File: src/rtl/cv32e40px_xif_wb_sequencer.sv
// cv32e40px_xif_wb_sequencer: merges buffered X-interface results into register-file
// write port B, behind core writebacks, with a starvation guard for the X result.
// Ports:
//   clk, rst        : clock, async active-high reset
//   core_*          : core writeback request (priority), core_stall_o back-pressure
//   x_*             : X-interface result handshake, x_done_o retire pulse
//   rf_*            : port B lanes (lane 0 in the low bits)
module cv32e40px_xif_wb_sequencer #(
    parameter int ADDR_WIDTH   = 6,
    parameter int DATA_WIDTH   = 32,
    parameter int DUAL_WRITE   = 0,
    parameter int STARVE_LIMIT = 8
) (
    input  logic                                clk,
    input  logic                                rst,
    input  logic                                core_we_i,
    input  logic [ADDR_WIDTH-1:0]               core_waddr_i,
    input  logic [DATA_WIDTH-1:0]               core_wdata_i,
    output logic                                core_stall_o,
    input  logic                                x_valid_i,
    output logic                                x_ready_o,
    input  logic [ADDR_WIDTH-1:0]               x_rd_i,
    input  logic [2*DATA_WIDTH-1:0]             x_data_i,
    input  logic                                x_we_i,
    input  logic                                x_dual_i,
    output logic                                x_done_o,
    output logic [DUAL_WRITE:0]                 rf_we_o,
    output logic [ADDR_WIDTH*(1+DUAL_WRITE)-1:0] rf_waddr_o,
    output logic [DATA_WIDTH*(1+DUAL_WRITE)-1:0] rf_wdata_o
);

    localparam bit LP_DUAL = (DUAL_WRITE != 0);

    typedef enum logic [1:0] {
        S_IDLE   = 2'd0,
        S_PEND   = 2'd1,
        S_SECOND = 2'd2
    } state_t;

    state_t                  r_state;
    logic [ADDR_WIDTH-1:0]   r_rd;
    logic [2*DATA_WIDTH-1:0] r_data;
    logic                    r_dual;
    logic [7:0]              r_starve;
    logic                    r_stall;
    logic                    r_done_nw;

    logic                    w_busy;
    logic                    w_grant;
    logic                    w_blocked;
    logic                    w_final;
    logic [ADDR_WIDTH-1:0]   w_rd_inc;
    logic                    w_we0;
    logic [ADDR_WIDTH-1:0]   w_addr0;
    logic [DATA_WIDTH-1:0]   w_data0;

    assign w_busy    = (r_state != S_IDLE);
    // A stalled core that still asserts core_we_i is dropped in favour of X.
    assign w_grant   = w_busy && (!core_we_i || r_stall);
    assign w_blocked = w_busy && core_we_i && !r_stall;
    // rd+1 wraps inside the 32-entry bank; the bank select bits are kept.
    assign w_rd_inc  = {r_rd[ADDR_WIDTH-1:5], r_rd[4:0] + 5'd1};

    assign x_ready_o    = (r_state == S_IDLE);
    assign core_stall_o = r_stall;
    assign x_done_o     = w_final || r_done_nw;

    always_comb begin
        w_we0   = core_we_i;
        w_addr0 = core_waddr_i;
        w_data0 = core_wdata_i;
        w_final = 1'b0;
        if (w_grant) begin
            w_we0 = 1'b1;
            if (r_state == S_SECOND) begin
                w_addr0 = w_rd_inc;
                w_data0 = r_data[2*DATA_WIDTH-1:DATA_WIDTH];
                w_final = 1'b1;
            end else begin
                w_addr0 = r_rd;
                w_data0 = r_data[DATA_WIDTH-1:0];
                w_final = !r_dual || LP_DUAL;
            end
        end
    end

    generate
        if (LP_DUAL) begin : g_dual
            logic w_we1;
            assign w_we1      = w_grant && (r_state == S_PEND) && r_dual;
            assign rf_we_o    = {w_we1, w_we0};
            assign rf_waddr_o = w_we1 ? {w_rd_inc, w_addr0}
                                      : {{ADDR_WIDTH{1'b0}}, w_addr0};
            assign rf_wdata_o = w_we1 ? {r_data[2*DATA_WIDTH-1:DATA_WIDTH], w_data0}
                                      : {{DATA_WIDTH{1'b0}}, w_data0};
        end else begin : g_single
            assign rf_we_o    = w_we0;
            assign rf_waddr_o = w_addr0;
            assign rf_wdata_o = w_data0;
        end
    endgenerate

    always_ff @(posedge clk or posedge rst) begin
        if (rst) begin
            r_state   <= S_IDLE;
            r_rd      <= '0;
            r_data    <= '0;
            r_dual    <= 1'b0;
            r_starve  <= '0;
            r_stall   <= 1'b0;
            r_done_nw <= 1'b0;
        end else begin
            r_done_nw <= 1'b0;
            unique case (r_state)
                S_IDLE: begin
                    if (x_valid_i) begin
                        if (x_we_i) begin
                            r_rd    <= x_rd_i;
                            r_data  <= x_data_i;
                            r_dual  <= x_dual_i;
                            r_state <= S_PEND;
                        end else begin
                            r_done_nw <= 1'b1;
                        end
                    end
                end
                S_PEND: begin
                    if (w_grant) begin
                        r_state <= (r_dual && !LP_DUAL) ? S_SECOND : S_IDLE;
                    end
                end
                S_SECOND: begin
                    if (w_grant) begin
                        r_state <= S_IDLE;
                    end
                end
                default: r_state <= S_IDLE;
            endcase
            // Stall rises after STARVE_LIMIT blocked cycles, drops after the X beat.
            if (w_grant) begin
                r_starve <= '0;
                r_stall  <= 1'b0;
            end else if (w_blocked) begin
                r_starve <= r_starve + 8'd1;
                if (r_starve == 8'(STARVE_LIMIT - 1)) begin
                    r_stall <= 1'b1;
                end
            end
        end
    end

endmodule

File: config.mk
export PLATFORM = sky130hd
export DESIGN_NAME = cv32e40px_xif_wb_sequencer
export DESIGN_NICKNAME = d
export VERILOG_FILES = /design/src/rtl/cv32e40px_xif_wb_sequencer.sv
export SDC_FILE = /design/constraint.sdc
export NUM_CORES = 1
export LEC_CHECK = 0
export CAP_MARGIN = 20
export CORE_MARGIN = 4
export CORE_UTILIZATION = 34
export CTS_CLUSTER_SIZE = 20
export DETAILED_ROUTE_END_ITERATION = 10
export PLACE_DENSITY_LB_ADDON = 0.25
export SYNTH_ARGS = -nofsm -noshare
export SYNTH_HDL_FRONTEND = slang
export SYNTH_SLANG_ARGS = --single-unit
File: constraint.sdc
create_clock -name clk -period 2.9 [get_ports clk]
set_input_delay 0.29 -clock clk [delete_from_list [all_inputs] [get_ports clk]]
set_output_delay 0.29 -clock clk [all_outputs]
set_load 0.02 [all_outputs]
==> qor.yml <==
viasPerCell: 4.86
max-cap-violations: 0
cts.hold.buffers_added: 0
worst-endpoint-arrival_ps: 2360
crit_required_ps: 2610
rsz_0062_raised_after_global_routing: "no"
grt_pass1_vias: 3497
clock_latency_of_the_later_clocked_register_in_the_worst_skew_pair_ps: 330
number_of_buffers_and_inverters_on_the_critical_path: 2
worstSetupEndpointType: "output port"
outcome: "finished, final reports clean"
floorplan.rows: 41
wl_met3_um: 673
drtPass1Iterations: 4
p_per_area_mw_per_mm2: 729
critical_path.startpoint_type: "flip-flop"
timing.critical_path.slowest_stage_cell: "sky130_fd_sc_hd__clkdlybuf4s50_1"
holdWs_ps: 380
setup_slack_ps: 248
grt_first_pass_wirelength_um: 18400
max_clock_freq_mhz: 377
worstPathMaxFanout: 18
die_x_um: 123
vdd_ir_drop_max_v: 0.000236
route.vias.total: 3285
maximum_number_of_pins_on_one_net_before_global_route_repair: 84
met2_length_um: 5940
coreArea_mm2: 0.0127
yosys.area.top_type_share_pct: 46.5
area.sequential_mm2: 0.00208
grt_util_all_layers_pct: 15.9
die_height_um: 123
worst_path_largest_cell_delay_ps: 540
yosys_warnings: 0
drcViolationCount: 0
fillCellCount: 1176
timing.rr.start: "r_state[0]"
synth_cell_types: 37
h-tree-depth: 3
fin_crit_ps: 2650
top_layer: "met4"
initial_utilization_pct: 35.1
fraction_of_the_core_area_covered_by_cells_at_the_end_of_the_flow_pct: 50.8
buffer_ports.inserted: 155
synth_edf_count: 0
netlist_instances: 350
power.total_uw: 4710
clk_path_buf_depth: 2
routedLengthMet1_um: 5020
drt-wirelength-per-cell_um: 17.4
drive_above_1_share_pct: 20.4
synth_top_area_cell: "sky130_fd_sc_hd__dfrtp_1"
design.final.nets: 617
synth_async_reset_ratio_pct: 100
synth.most_common_cell: "sky130_fd_sc_hd__dfrtp_1"
timing.setup.critical_path_class: "reg2out"
drt_iter0_drc: 141
finalSetupTns_ps: 0
min_period_over_period_pct: 91.4
timing.critical_path.max_delay_family: "buffers and inverters"
antenna_found_initial: 0
numCtsBuffers: 9
syn_nets: 466
timing.rr.end: "r_data[53]"
final-max-slew-violation-count: 0
setup_viol_count_final: 0
detailedPlacementHpwl_um: 8340
cts_tree: "built"
postSynthRegisterBits: 83
synth.area.top_cells: "sky130_fd_sc_hd__dfrtp_1 (46%), sky130_fd_sc_hd__mux2_4 (23%), sky130_fd_sc_hd__o21ai_0 (8.6%), sky130_fd_sc_hd__mux2i_1 (7.4%), sky130_fd_sc_hd__buf_12 (3.6%)"
io_pins: 156
hold_viol_final: 0
worstRegToRegCells: 5
ys_seq_area_share_pct: 46.5
mean_post_synth_cell_area_um2: 12.8
finalWirelength_um: 11800
place.gp.congestion: 0.767
die_area_mm2: 0.0150
mappedNetlistArea_mm2: 0.00447
timing.hold.worst.class: "in2async"
clk_pin_slew_ps: 60
rrSetupSlack_ps: 690
diodes: 0
clock-root-buffer: "sky130_fd_sc_hd__clkbuf_16"
multiInputGateArea_mm2: 0.00215
crit_path_cell_trace: "or2_4, nand2_2, buf_12, mux2_2, clkdlybuf4s50_1"
yosys_most_used_dff: "sky130_fd_sc_hd__dfrtp_1"
remaining_number_of_nets_flagged_by_the_antenna_check_after_routing: 0
synthTopCellsByCount: "sky130_fd_sc_hd__dfrtp_1 (83), sky130_fd_sc_hd__o21ai_0 (77), sky130_fd_sc_hd__mux2_4 (69), sky130_fd_sc_hd__mux2i_1 (33), sky130_fd_sc_hd__nand2_1 (13)"
fin_skew_ps: 6.08
tightest_slew_ps: 455
globalRouteOverflowTotal: 0
p_leak_uw: 0.00269
area_growth_from_synthesis_to_final_layout_pct: 44.7
placement.setup.worst_slack_ps: 301
timing.max_slew.rel_slack_pct: 69.7
cts_sinks: 83
layout make-up:
type / count / area share, %
tap: 172 / 3.33
clock inverter: 3 / 1.01
sequential: 83 / 32.1
clock buffer: 11 / 3.60
inverter: 4 / 0.368
timing repair buffer: 164 / 26.2
multi-input combinational: 239 / 33.3
worst reg2reg max path, cell delays in order (launching register included):
cell and delay [ps]:
sky130_fd_sc_hd__dfrtp_1 460, sky130_fd_sc_hd__or2_4 340, sky130_fd_sc_hd__inv_8 220, sky130_fd_sc_hd__and3_4 360
sky130_fd_sc_hd__buf_12 330, sky130_fd_sc_hd__mux2_2 390
state kept, by name, summed over array words and instances, names as in the netlist:
signal / count
r_state: 2
r_starve: 8
r_rd: 6
r_done_nw: 1
r_dual: 1
r_data: 64
core_stall_o: 1
repair_timing:
item                                    CTS  global route
endpoints found under the setup margin    0            29
resized for setup                         0             7
setup buffers                             0             0
stage by stage:
stage               std cells  instance area (um2)
finish                    676                 6460
global route              676                 6460
CTS                       676                 6450
detailed placement        662                 6150
global placement          662                 6150
floorplan                 350                 4470
where the power goes:
part	total [uW]	switching, uW	internal [uW]
sequential	1800	255	1550
combinational	1740	698	1040
clock	1170	429	744
total	4710	1380	3330
cells in the final DEF (no fill, tap or decap), types with 3 or more instances in the layout:
cell type | Yosys | final
sky130_fd_sc_hd__a21oi_1 | 5 | 5
sky130_fd_sc_hd__buf_12 | 8 | 6
sky130_fd_sc_hd__buf_4 | 0 | 3
sky130_fd_sc_hd__clkbuf_16 | 0 | 9
sky130_fd_sc_hd__clkdlybuf4s50_1 | 0 | 155
sky130_fd_sc_hd__dfrtp_1 | 83 | 83
sky130_fd_sc_hd__mux2_2 | 3 | 3
sky130_fd_sc_hd__mux2_4 | 69 | 69
sky130_fd_sc_hd__mux2i_1 | 33 | 33
sky130_fd_sc_hd__nand2_1 | 13 | 12
sky130_fd_sc_hd__nand2b_1 | 3 | 3
sky130_fd_sc_hd__nand3_1 | 4 | 4
sky130_fd_sc_hd__o21ai_0 | 77 | 77
sky130_fd_sc_hd__or3_1 | 5 | 5
metal layers:
layer / track usage, % / up-vias
met4: 5.25 / 0
met5: 0 / -
li1: - / 1566
met2: 26.5 / 94
met1: 20.0 / 1615
met3: 4.10 / 10
cell families after synthesis:
logic type / after synthesis / synth area share (%)
adder cells (fa/ha/maj): 2 / 0.560
AO/OA/AOI/OAI: 92 / 11.0
XOR/XNOR: 3 / 0.588
buffers and inverters: 28 / 5.66
flip-flops: 83 / 46.5
multiplexers: 105 / 31.3
AND/OR/NAND/NOR: 37 / 4.37
worst max-delay path by stage:
stage                from       endpoint  slack [ps]  cells after the start
3_3_place_gp    core_we_i  rf_waddr_o[5]         310                      6
4_1_cts        r_state[0]       x_done_o          20                      5
3_5_place_dp    core_we_i  rf_waddr_o[5]         300                      6
5_1_grt        r_state[0]  rf_wdata_o[7]          60                      5
2_1_floorplan         rst   core_stall_o         470                      1
6_report       r_state[0]  rf_waddr_o[5]         250                      5
No activity file was read; power rests on OpenSTA's default activity.
